$ cat config.mk
export PLATFORM = sky130hd
export DESIGN_NAME = eight_bit_wallace_product_accumulator
export DESIGN_NICKNAME = d
export VERILOG_FILES = /design/src/rtl/wallace_acc_pkg.sv /design/src/rtl/wallace_acc_ripple_adder.sv /design/src/rtl/eight_bit_wallace_product_accumulator.sv
export SDC_FILE = /design/constraint.sdc
export NUM_CORES = 1
export LEC_CHECK = 0
export CORE_ASPECT_RATIO = 0.9
export CORE_MARGIN = 1.5
export CORE_UTILIZATION = 45
export CTS_CLUSTER_SIZE = 24
export DETAILED_ROUTE_END_ITERATION = 12
export PLACE_DENSITY = 0.73
export SETUP_SLACK_MARGIN = 0.02
export SYNTH_ARGS = -nofsm -noshare
export SYNTH_HDL_FRONTEND = slang
export SYNTH_SLANG_ARGS = --single-unit
$ cat constraint.sdc
create_clock -name clk -period 19.9 [get_ports clk]
set_input_delay 1.99 -clock clk [delete_from_list [all_inputs] [get_ports clk]]
set_output_delay 1.99 -clock clk [all_outputs]
set_load 0.1 [all_outputs]
$ cat src/rtl/wallace_acc_pkg.sv
// Shared types and constants for the Wallace product accumulator.
package wallace_acc_pkg;

    typedef enum logic {
        ACCUM = 1'b0,
        HOLD  = 1'b1
    } acc_state_t;

    localparam int PROD_W = 16;

    // Counter width able to hold 0..len inclusive.
    function automatic int count_width(input int len);
        return (len < 1) ? 1 : $clog2(len + 1);
    endfunction

endpackage

$ cat src/rtl/wallace_acc_ripple_adder.sv
// Ripple-carry adder built from single-bit full-adder cells.
// The carry-out tells the accumulator that the true sum overflowed W bits.

module one_bit_full_adder (
    input  logic a,
    input  logic b,
    input  logic cin,
    output logic sum,
    output logic cout
);

    assign sum  = a ^ b ^ cin;
    assign cout = (a & b) | (cin & (a ^ b));

endmodule

module wallace_acc_ripple_adder #(
    parameter int W = 19
) (
    input  logic [W-1:0] a,
    input  logic [W-1:0] b,
    output logic [W-1:0] sum,
    output logic         carry_out
);

    logic [W:0] carry;

    assign carry[0]  = 1'b0;
    assign carry_out = carry[W];

    for (genvar i = 0; i < W; i++) begin : g_bit
        one_bit_full_adder u_fa (
            .a    (a[i]),
            .b    (b[i]),
            .cin  (carry[i]),
            .sum  (sum[i]),
            .cout (carry[i+1])
        );
    end

endmodule

$ cat src/rtl/eight_bit_wallace_product_accumulator.sv
// Accumulates ACC_LEN 16-bit products per frame into a saturating ACC_W-bit
// total, handed downstream over a valid/ready port.
// Optional build macro APPROX_ACC_TRUNC_EN zeroes the TRUNC_BITS product LSBs
// before accumulation (approximate accumulation).

module eight_bit_wallace_product_accumulator
    import wallace_acc_pkg::*;
#(
    parameter int ACC_LEN    = 8,
    parameter int ACC_W      = 19,
    parameter int TRUNC_BITS = 4
) (
    input  logic              clk,
    input  logic              rst_n,
    input  logic              clr,
    input  logic              in_valid,
    output logic              in_ready,
    input  logic [PROD_W-1:0] product_in,
    output logic              out_valid,
    input  logic              out_ready,
    output logic [ACC_W-1:0]  acc_out,
    output logic              ovf
);

    localparam int CNT_W = count_width(ACC_LEN);

`ifdef APPROX_ACC_TRUNC_EN
    localparam bit TRUNC_EN = 1'b1;
`else
    localparam bit TRUNC_EN = 1'b0;
`endif

    // Exact build keeps every product bit; truncating build clears the LSBs.
    localparam logic [PROD_W-1:0] TRUNC_MASK =
        TRUNC_EN ? ({PROD_W{1'b1}} << TRUNC_BITS) : {PROD_W{1'b1}};

    acc_state_t        state;
    logic [CNT_W-1:0]  count;
    logic [ACC_W-1:0]  acc;
    logic [ACC_W-1:0]  addend;
    logic [ACC_W-1:0]  sum;
    logic [ACC_W-1:0]  sat_sum;
    logic              carry_out;
    logic [PROD_W-1:0] prod_eff;
    logic              accept;
    logic              last_beat;

    assign prod_eff  = product_in & TRUNC_MASK;
    assign addend    = ACC_W'(prod_eff);
    assign accept    = in_valid & in_ready & (state == ACCUM);
    assign last_beat = (count == CNT_W'(ACC_LEN - 1));
    assign acc_out   = acc;

    wallace_acc_ripple_adder #(
        .W (ACC_W)
    ) u_adder (
        .a         (acc),
        .b         (addend),
        .sum       (sum),
        .carry_out (carry_out)
    );

    // Clamp to all-ones when the adder overflows the accumulator width.
    always_comb begin
        sat_sum = sum;
        if (carry_out) begin
            sat_sum = '1;
        end
    end

    // Frame FSM: accumulate products, then hold the total until taken.
    // in_ready/out_valid are registered from the next state so they track it.
    always_ff @(posedge clk or negedge rst_n) begin
        if (!rst_n) begin
            state     <= ACCUM;
            acc       <= '0;
            count     <= '0;
            ovf       <= 1'b0;
            in_ready  <= 1'b0;
            out_valid <= 1'b0;
        end else if (clr) begin
            state     <= ACCUM;
            acc       <= '0;
            count     <= '0;
            ovf       <= 1'b0;
            in_ready  <= 1'b1;
            out_valid <= 1'b0;
        end else begin
            case (state)
                ACCUM: begin
                    in_ready  <= 1'b1;
                    out_valid <= 1'b0;
                    if (accept) begin
                        acc   <= sat_sum;
                        count <= count + 1'b1;
                        if (carry_out) begin
                            ovf <= 1'b1;
                        end
                        if (last_beat) begin
                            state     <= HOLD;
                            in_ready  <= 1'b0;
                            out_valid <= 1'b1;
                        end
                    end
                end
                HOLD: begin
                    if (out_ready) begin
                        state     <= ACCUM;
                        acc       <= '0;
                        count     <= '0;
                        ovf       <= 1'b0;
                        in_ready  <= 1'b1;
                        out_valid <= 1'b0;
                    end
                end
                default: begin
                    state     <= ACCUM;
                    in_ready  <= 1'b1;
                    out_valid <= 1'b0;
                end
            endcase
        end
    end

endmodule

==> results of run 1 <==
Yosys cell counts, drive strengths merged:
master,number
mux2,1
buf,24
nand2,3
clkbuf,1
and4bb,1
nand4bb,1
nand4b,1
o2bb2ai,15
nor2,20
nand3,1
o21ai,1
a21o,4
dfrtp,27
and3b,1
fa,15
and2,1
a22o,2
o21a,1
a21oi,5
a221oi,1
xnor2,1
inv,11
ha,4
a31o,1
nand2b,1
report_power, final:
group	switching, mW	internal [mW]
combinational	0.0541	0.0240
clock	0.0164	0.0143
sequential	0.00509	0.0601
total	0.0755	0.0984
state kept, by name, indices dropped and copies added (netlist names):
signal and cells:
acc_out 19, count 4, in_ready 1, out_valid 1, ovf 1, state 1
layer usage:
layer | global-route usage, % | up-vias | part of all wire (%)
met4 | 1.75 | 0 | 0.39
met5 | 0 | - | 0
met3 | 3.34 | 3 | 5.0
met1 | 19.7 | 535 | 43
met2 | 30.8 | 30 | 52
li1 | - | 505 | -
worst paths after layout:
path	cells past startpoint	to	from
max in group asynchronous	2	acc_out[5]$_DFFE_PN0P_	rst_n
min	2	ovf$_DFFE_PN0P_	ovf$_DFFE_PN0P_
min reg2reg	2	ovf$_DFFE_PN0P_	ovf$_DFFE_PN0P_
max reg2reg	25	acc_out[9]$_DFFE_PN0P_	acc_out[0]$_DFFE_PN0P_
max	26	acc_out[9]$_DFFE_PN0P_	product_in[0]
min in group asynchronous	2	acc_out[10]$_DFFE_PN0P_	rst_n
layout make-up:
type / instances / area share (%)
clock buffer: 4 / 2.24
tap: 44 / 2.74
inverter: 11 / 2.05
multi-input combinational: 81 / 38.1
timing repair buffer: 43 / 21.3
sequential: 27 / 33.6
through the flow:
| stage | setup slack (ns) | area, um^2 |
|---|---|---|
| 2_1_floorplan | 10.89 | 1670 |
| 3_3_place_gp | 10.22 | 1970 |
| 3_5_place_dp | 10.16 | 1970 |
| 4_1_cts | 10.41 | 2010 |
| 5_1_grt | 10.09 | 2010 |
| 6_report | 10.50 | 2010 |
kinds of logic after synthesis:
family | after synthesis
adder cells (fa/ha/maj) | 19
AO/OA/AOI/OAI | 30
XOR/XNOR | 1
AND/OR/NAND/NOR | 30
flip-flops | 27
multiplexers | 1
buffers and inverters | 36
placed cells by master (no fill, tap or decap):
| master | count |
|---|---|
| a221oi_1 | 1 |
| a21o_1 | 4 |
| mux2_2 | 1 |
| clkbuf_1 | 1 |
| nand4bb_1 | 1 |
| nor2_1 | 19 |
| a31o_2 | 1 |
| nand3_1 | 1 |
| o21a_1 | 1 |
| a22o_1 | 1 |
| clkdlybuf4s50_1 | 42 |
| o21ai_0 | 1 |
| fa_1 | 15 |
| o2bb2ai_1 | 15 |
| nand2b_1 | 1 |
| clkbuf_8 | 3 |
| and2_1 | 1 |
| and4bb_2 | 1 |
| and3b_2 | 1 |
| ha_1 | 4 |
| dfrtp_1 | 27 |
| inv_1 | 11 |
| buf_4 | 1 |
| nand2_1 | 3 |
| nand4b_1 | 1 |
| a22o_4 | 1 |
| xnor2_1 | 1 |
| a21oi_1 | 5 |
| nor2_4 | 1 |
critical path, cell delays in order:
cell	delay (ns)
clkdlybuf4s50_1	0.40
ha_1	0.22
fa_1	0.43
fa_1	0.43
fa_1	0.40
inv_1	0.08
fa_1	0.19
fa_1	0.17
inv_1	0.05
fa_1	0.41
fa_1	0.43
fa_1	0.44
fa_1	0.44
fa_1	0.43
fa_1	0.42
fa_1	0.44
fa_1	0.43
fa_1	0.40
inv_1	0.09
fa_1	0.16
inv_1	0.04
ha_1	0.19
ha_1	0.22
and2_1	0.35
nor2_1	0.18
o2bb2ai_1	0.09
==> results.tsv, run 1 <==
stage	metric	value	unit
timing	rsz0062_at_grt	no	
pwr	irDropWorstVdd	37.9	uV
clock_tree	clkLatencyLatePin	0.27	ns
yosys	yosysUniqueCellTypes	29	
pwr	leakagePower	0.903	nW
global_route	grt_max_degree	28	
timing	whs	0.511	ns
clock_tree	cts-buffers-inserted	3	
yosys	synth_mux_area_share	0.675	%
yosys	synthSimpleGateAreaFrac	9.22	%
global_route	grt_overflow_total	0	
timing	hold_viol	0	
worst_hold_path	hp-class	register to register	
layout	diodes	0	
timing	tns	0	ns
clock_tree	cts.sinks	27	
run_status	outcome	finished clean	
yosys	synthXorXnorAreaFrac	0.525	%
clock_tree	cts_hold_buf	0	
detailed_routing	antenna_left	0	
die	rows	20	
die	die_h	60.8	um
yosys	synth_nets	184	
layout	area_growth	20.5	%
layout	multiInputGateArea	767	um^2
clock_tree	cts_tree	done	
die	die-area	4080	um^2
clock_tree	ctsRootBufferMaster	clkbuf_8	
layout	fin_nets	207	
setup_path	r2r_slack	12.21	ns
timing	finalCritPeriodShare	47.3	%
die	die_w	67.2	um
timing	fin_crit	9.40	ns
placed_design	dp_cells	206	
placed_design	dp.final_hpwl	2370	um
yosys	yosys_warnings	0	
global_route	grt_pass1_wl	4890	um
die	core	3450	um^2
layout	regArea	676	um^2
clock_tree	post_cts_buffers	0	
die	initial_utilization	48.3	%
yosys	seq_area_frac_synth	40.5	%
setup_path	cp_data_required_time	20.03	ns
yosys	synth_seq_cells	27	
clock_tree	cts_resized	0	
setup_path	cp-start-kind	input pin	
clock_tree	clockBufferDepth	2	
run	maxCapViolations	0	
layout	final_util	58.3	%
detailed_routing	wirelength	3090	um
setup_path	cp_max_fo	16	
die	ios	43	
detailed_routing	drtIter0Drc	42	
yosys	avgSynthCellArea	11.6	um^2
layout	drive_above_1_share	6.02	%
timing	slew_viol_final	0	
global_route	antenna_found_initial	0	
placed_design	numPortBuffers	42	
clock_tree	path_clk_slew	0.08	ns
timing	setup_viol	0	
detailed_routing	post_drt_wl_per_cell	14.7	um
global_route	track_usage	16.2	%
yosys	synth_top_family_by_area	adder cells	
detailed_routing	viasPerCell	5.11	
yosys	synthTopCellsByArea	dfrtp_1 40%, fa_1 18%, buf_4 8.5%, o2bb2ai_1 7.9%, nor2_1 4.3%	
yosys	synth_top_area_share	40.5	%
yosys	synthesis.area	1670	um^2
detailed_routing	firstDrtPassIters	4	
placed_design	gp_congestion	0.743	
detailed_routing	drc	0	
layout	fill_cells	297	
setup_path	end_kind	register	
setup_path	critPathArrivalTime	9.53	ns
timing	worst_pin_slew	1.00	ns
timing	fmax	106	MHz
global_route	first_global_vias	1096	
yosys	synthCells	144	
yosys	synth_top_cell_by_area	dfrtp_1	
detailed_routing	vias	1073	
yosys	synth_compound_area_share	14.5	%
pwr	finalPower	0.174	mW
timing	slew_headroom	33.2	%
pwr	power_density	86.5	nW/um^2
setup_path	worst-setup-path-type	input pin to register	
yosys	synthAdderAreaFrac	21.0	%
clock_tree	htree_levels	1	
layout	final_cells	210	
timing	clock_skew	0.00797	ns
(Power assumes the default switching activity.)
==> inputs of run 2 (changes only) <==
- clock period: 19.9 -> 9.64 ns (I/O delays scaled with it)
==> results.tsv, run 2 (synthesis results as in run 1) <==
stage	metric	value	unit	change
setup_path	worst-setup-path-type	input pin to register		
pwr	irDropWorstVdd	107	uV	+180%
timing	clock_skew	0.00701	ns	-0.000964 ns
pwr	leakagePower	0.903	nW	unchanged
global_route	first_global_vias	1126		+2.7%
global_route	grt_max_degree	28		unchanged
run_status	outcome	finished clean		
setup_path	cp_data_required_time	9.77	ns	-10.26 ns
run	maxCapViolations	0		unchanged
clock_tree	clkLatencyLatePin	0.27	ns	about the same
detailed_routing	antenna_left	0		unchanged
setup_path	end_kind	register		
detailed_routing	vias	1077		+0.37%
layout	area_growth	20.5	%	unchanged
global_route	grt_overflow_total	0		unchanged
timing	slew_viol_final	0		unchanged
layout	fin_nets	207		unchanged
clock_tree	cts_hold_buf	0		unchanged
layout	diodes	0		unchanged
clock_tree	cts.sinks	27		unchanged
clock_tree	clockBufferDepth	2		unchanged
global_route	grt_pass1_wl	4980	um	+1.8%
timing	hold_viol	0		unchanged
detailed_routing	viasPerCell	5.13		+0.37%
clock_tree	cts_tree	done		
clock_tree	htree_levels	1		unchanged
clock_tree	cts-buffers-inserted	3		unchanged
clock_tree	ctsRootBufferMaster	clkbuf_8		
die	die_w	67.2	um	unchanged
layout	fill_cells	299		+0.67%
setup_path	r2r_slack	1.90	ns	-10.31 ns
detailed_routing	post_drt_wl_per_cell	14.7	um	-0.19%
worst_hold_path	hp-class	register to register		
detailed_routing	wirelength	3090	um	-0.19%
clock_tree	cts_resized	0		unchanged
detailed_routing	drtIter0Drc	23		-45%
die	die_h	60.8	um	unchanged
timing	setup_viol	0		unchanged
layout	drive_above_1_share	6.02	%	unchanged
timing	worst_pin_slew	0.972	ns	-0.0272 ns
placed_design	gp_congestion	0.763		+2.7%
timing	whs	0.508	ns	-0.00316 ns
detailed_routing	firstDrtPassIters	4		unchanged
detailed_routing	drc	0		unchanged
timing	rsz0062_at_grt	no		
layout	largest_reg_flops	19		unchanged
die	core	3450	um^2	unchanged
global_route	antenna_found_initial	0		unchanged
die	ios	43		unchanged
placed_design	dp.final_hpwl	2420	um	+2.1%
clock_tree	path_clk_slew	0.09	ns	about the same
global_route	track_usage	16.6	%	+0.32 points
die	initial_utilization	48.3	%	unchanged
timing	slew_headroom	35.0	%	+1.8 points
timing	fin_crit	8.45	ns	
die	rows	20		unchanged
clock_tree	post_cts_buffers	0		unchanged
setup_path	cp-start-kind	input pin		
setup_path	cp_max_fo	16		unchanged
setup_path	critPathArrivalTime	8.58	ns	-0.95 ns
timing	fmax	118	MHz	
timing	finalCritPeriodShare	87.6	%	
pwr	power_density	178	nW/um^2	+110%
timing	tns	0	ns	unchanged
layout	final_common_cell	clkdlybuf4s50_1		
die	die-area	4080	um^2	unchanged
placed_design	numPortBuffers	42		unchanged
layout	mostFrequentLayoutCells	42 x clkdlybuf4s50_1, 27 x dfrtp_1, 19 x nor2_1, 15 x o2bb2ai_1, 15 x fa_1		
## run 2: critical path: stages
cell,delay [ns]
clkdlybuf4s50_1,0.41
ha_1,0.21
fa_1,0.44
fa_1,0.43
fa_1,0.40
inv_1,0.08
fa_1,0.20
fa_1,0.17
inv_1,0.05
fa_1,0.41
fa_1,0.43
fa_1,0.43
fa_1,0.46
fa_1,0.44
fa_1,0.44
fa_1,0.43
fa_1,0.42
fa_1,0.39
inv_1,0.09
fa_1,0.18
inv_1,0.05
ha_1,0.19
ha_1,0.22
and2_1,0.35
nor2_1,0.20
o2bb2ai_1,0.09
## run 2: final cells by class
cell class / instances / area (um^2) / area share [%]
sequential: 27 / 676 / 33.6
multi-input combinational: 81 / 767 / 38.1
tap: 44 / 55.1 / 2.74
timing repair buffer: 43 / 428 / 21.3
clock buffer: 4 / 45.0 / 2.24
inverter: 11 / 41.3 / 2.05
## run 2: layer usage
metal | share of wire (%) | wire length [um] | track usage (%)
met5 | 0 | 0 | 0
met4 | 0.58 | 18 | 2.92
met3 | 6.0 | 186 | 4.82
met2 | 52 | 1610 | 30.3
met1 | 41 | 1280 | 19.8
## run 2: worst paths after layout
check | to | start | depth (start not counted)
worst max register to register | acc_out[6]$_DFFE_PN0P_ | acc_out[0]$_DFFE_PN0P_ | 25
max in group asynchronous | out_valid$_DFFE_PN0P_ | rst_n | 2
worst max-delay path | acc_out[6]$_DFFE_PN0P_ | product_in[0] | 26
min in group asynchronous | acc_out[13]$_DFFE_PN0P_ | rst_n | 2
worst min register to register | ovf$_DFFE_PN0P_ | ovf$_DFFE_PN0P_ | 2
worst min-delay path | ovf$_DFFE_PN0P_ | ovf$_DFFE_PN0P_ | 2
## run 2: where the power goes
group	internal, mW	leakage, nW	total (mW)	switching, mW
clock	0.0296	0.0228	0.0623	0.0328
combinational	0.0491	0.521	0.161	0.112
sequential	0.124	0.359	0.135	0.0106
total	0.203	0.903	0.358	0.155
## run 2: stage by stage
| stage | instances | utilization, % | cell area, um^2 | power (mW) | setup WS [ns] |
|---|---|---|---|---|---|
| 2_1_floorplan | 144 | - | 1670 | 0.270 | 1.66 |
| 3_3_place_gp | 206 | 57.0 | 1970 | 0.294 | 1.01 |
| 3_5_place_dp | 206 | 57.0 | 1970 | 0.300 | 0.842 |
| 4_1_cts | 210 | 58.3 | 2010 | 0.363 | 1.10 |
| 5_1_grt | 210 | 58.3 | 2010 | 0.378 | 0.844 |
| 6_report | 210 | 58.3 | 2010 | 0.358 | 1.19 |
==> inputs of run 3 (changes only) <==
- CORE_UTILIZATION: 45 -> 49
- GPL_TIMING_DRIVEN: default -> 1
- PLACE_DENSITY: 0.73 -> 0.78
- clock period: 9.64 -> 8.4 ns (I/O delays scaled with it)
==> results.tsv, run 3 (synthesis results as in run 1) <==
stage	metric	value	unit	change
placed_design	numPortBuffers	42		unchanged
global_route	track_usage	18.7	%	+2.1 points
die	die-area	3770	um^2	-7.8%
placed_design	dp.final_hpwl	2410	um	-0.54%
clock_tree	clockBufferDepth	2		unchanged
global_route	grt_pass1_wl	5350	um	+7.3%
setup_path	r2r_slack	0.98	ns	-0.92 ns
layout	largest_reg_flops	19		unchanged
die	die_h	58.4	um	-4.0%
layout	mostFrequentLayoutCells	42 x clkdlybuf4s50_1, 27 x dfrtp_1, 19 x nor2_1, 15 x o2bb2ai_1, 13 x fa_1		
setup_path	worst-setup-path-type	input pin to register		
setup_path	r2r_end	acc_out[9]$_DFFE_PN0P_		
setup_path	cp-startpoint	product_in[0]		
detailed_routing	firstDrtPassIters	4		unchanged
detailed_routing	vias	1111		+3.2%
timing	rsz0062_at_grt	no		
timing	hold_viol	0		unchanged
die	ios	43		unchanged
global_route	first_global_vias	1157		+2.8%
global_route	antenna_found_initial	0		unchanged
global_route	grt_max_degree	28		unchanged
placed_design	dp_cells	207		+0.49%
detailed_routing	post_drt_wl_per_cell	14.9	um	+1.1%
run	maxCapViolations	0		unchanged
layout	final_common_cell	clkdlybuf4s50_1		
clock_tree	htree_levels	1		unchanged
pwr	power_density	204	nW/um^2	+15%
die	core	3160	um^2	-8.4%
detailed_routing	drtIter0Drc	46		+100%
timing	worst_pin_slew	0.995	ns	+0.0222 ns
placed_design	dp_slack	-0.0196	ns	-0.862 ns
clock_tree	ctsRootBufferMaster	clkbuf_8		
run_status	outcome	finished clean		
setup_path	rr_worst_depth	26		+4.0%
setup_path	cp_max_fo	7		-9
die	die_w	64.5	um	-4.0%
detailed_routing	antenna_left	0		unchanged
timing	fin_crit	8.02	ns	
die	initial_utilization	52.8	%	+4.5 points
timing	slew_headroom	33.5	%	-1.5 points
setup_path	critPathArrivalTime	8.16	ns	-0.42 ns
setup_path	end_kind	register		
worst_hold_path	hold_start	acc_out[4]$_DFFE_PN0P_		
timing	clock_skew	0.00182	ns	-0.00518 ns
clock_tree	path_clk_slew	0.09	ns	about the same
layout	diodes	0		unchanged
layout	fin_nets	210		+1.4%
setup_path	r2r-start	acc_out[0]$_DFFE_PN0P_		
placed_design	gp_congestion	0.736		-3.5%
pwr	irDropWorstVdd	111	uV	+3.6%
layout	area_growth	22.3	%	
timing	finalCritPeriodShare	95.5	%	
detailed_routing	viasPerCell	5.27		+2.7%
timing	fmax	125	MHz	
worst_hold_path	hp-class	register to register		
pwr	finalPower	0.416	mW	+16%
detailed_routing	drc	0		unchanged
setup_path	endpoint	acc_out[9]$_DFFE_PN0P_		
setup_path	cp-start-kind	input pin		
timing	setup_viol	0		unchanged
layout	drive_above_1_share	9.47	%	+3.4 points
clock_tree	clkLatencyLatePin	0.27	ns	about the same
clock_tree	post_cts_buffers	0		unchanged
setup_path	cp_data_required_time	8.54	ns	-1.23 ns
timing	slew_viol_final	0		unchanged
clock_tree	cts_tree	done		
timing	setup_ws	0.379	ns	-0.814 ns
layout	final_cells	211		+0.48%
detailed_routing	wirelength	3140	um	+1.6%
clock_tree	cts.sinks	27		unchanged
global_route	grt_overflow_total	0		unchanged
die	rows	19		-5.0%
pwr	leakagePower	0.915	nW	+1.4%
clock_tree	cts-buffers-inserted	3		unchanged
run 3: where the power goes:
group	internal [mW]	switching [mW]	leakage (nW)
Clock	0.0337	0.0421	0.0217
Sequential	0.142	0.0125	0.359
Combinational	0.0572	0.128	0.534
run 3: final cells by class:
class                      count  area (um^2)
inverter                      11         41.3
clock inverter                 1         7.51
clock buffer                   3         41.3
tap                           42         52.6
sequential                    27          676
multi-input combinational     81          772
fill                         243         1120
timing repair buffer          46          450
run 3: worst min-delay path by stage:
stage / depth (start not counted) / endpoint / slack, ns
after floorplan: 1 / acc_out[15]$_DFFE_PN0P_ / 0.47
after global routing: 1 / acc_out[17]$_DFFE_PN0P_ / 0.56
after detailed placement: 1 / acc_out[5]$_DFFE_PN0P_ / 0.51
after CTS: 1 / acc_out[5]$_DFFE_PN0P_ / 0.54
final: 1 / acc_out[4]$_DFFE_PN0P_ / 0.53
after global placement: 1 / acc_out[4]$_DFFE_PN0P_ / 0.49
run 3: per-layer routing:
layer  global-route usage, %  wire length (um)  vias to the layer above
met5                       0                 0                        -
met4                    5.47                37                        0
met3                    2.87               117                        5
met2                    33.5              1590                       27
met1                    23.9              1390                      563
li1                        -                 -                      516
run 3: metrics by stage:
| stage | setup TNS (ns) | util, % | hold WS [ns] | area [um^2] |
|---|---|---|---|---|
| final | 0 | 64.5 | 0.529 | 2040 |
| after floorplan | 0 | - | 0.473 | 1670 |
| after detailed placement | -0.0534 | 62.8 | 0.512 | 1990 |
| after global placement | 0 | 62.8 | 0.486 | 1990 |
| after CTS | 0 | 64.4 | 0.536 | 2040 |
| after global routing | 0 | 64.5 | 0.560 | 2040 |
run 3: timing repair:
action,in CTS,in global routing
gates resized for setup,0,2
endpoints found under the hold margin,0,0
setup endpoints to repair,0,16
hold buffers,0,0
run 3: worst max-delay path, cell delays in order:
cell and delay [ns]:
clkdlybuf4s50_1 0.42, ha_1 0.22, fa_1 0.41, fa_1 0.42, fa_1 0.39, inv_1 0.08, fa_1 0.19, fa_1 0.17
inv_1 0.05, fa_1 0.43, fa_2 0.39, fa_2 0.37, fa_1 0.43, fa_1 0.44, fa_1 0.43, fa_1 0.42
fa_1 0.42, fa_1 0.39, inv_1 0.08, fa_1 0.16, inv_1 0.04, ha_1 0.18, ha_1 0.21, and2_1 0.17
buf_4 0.16, nor2_1 0.12, o2bb2ai_1 0.08
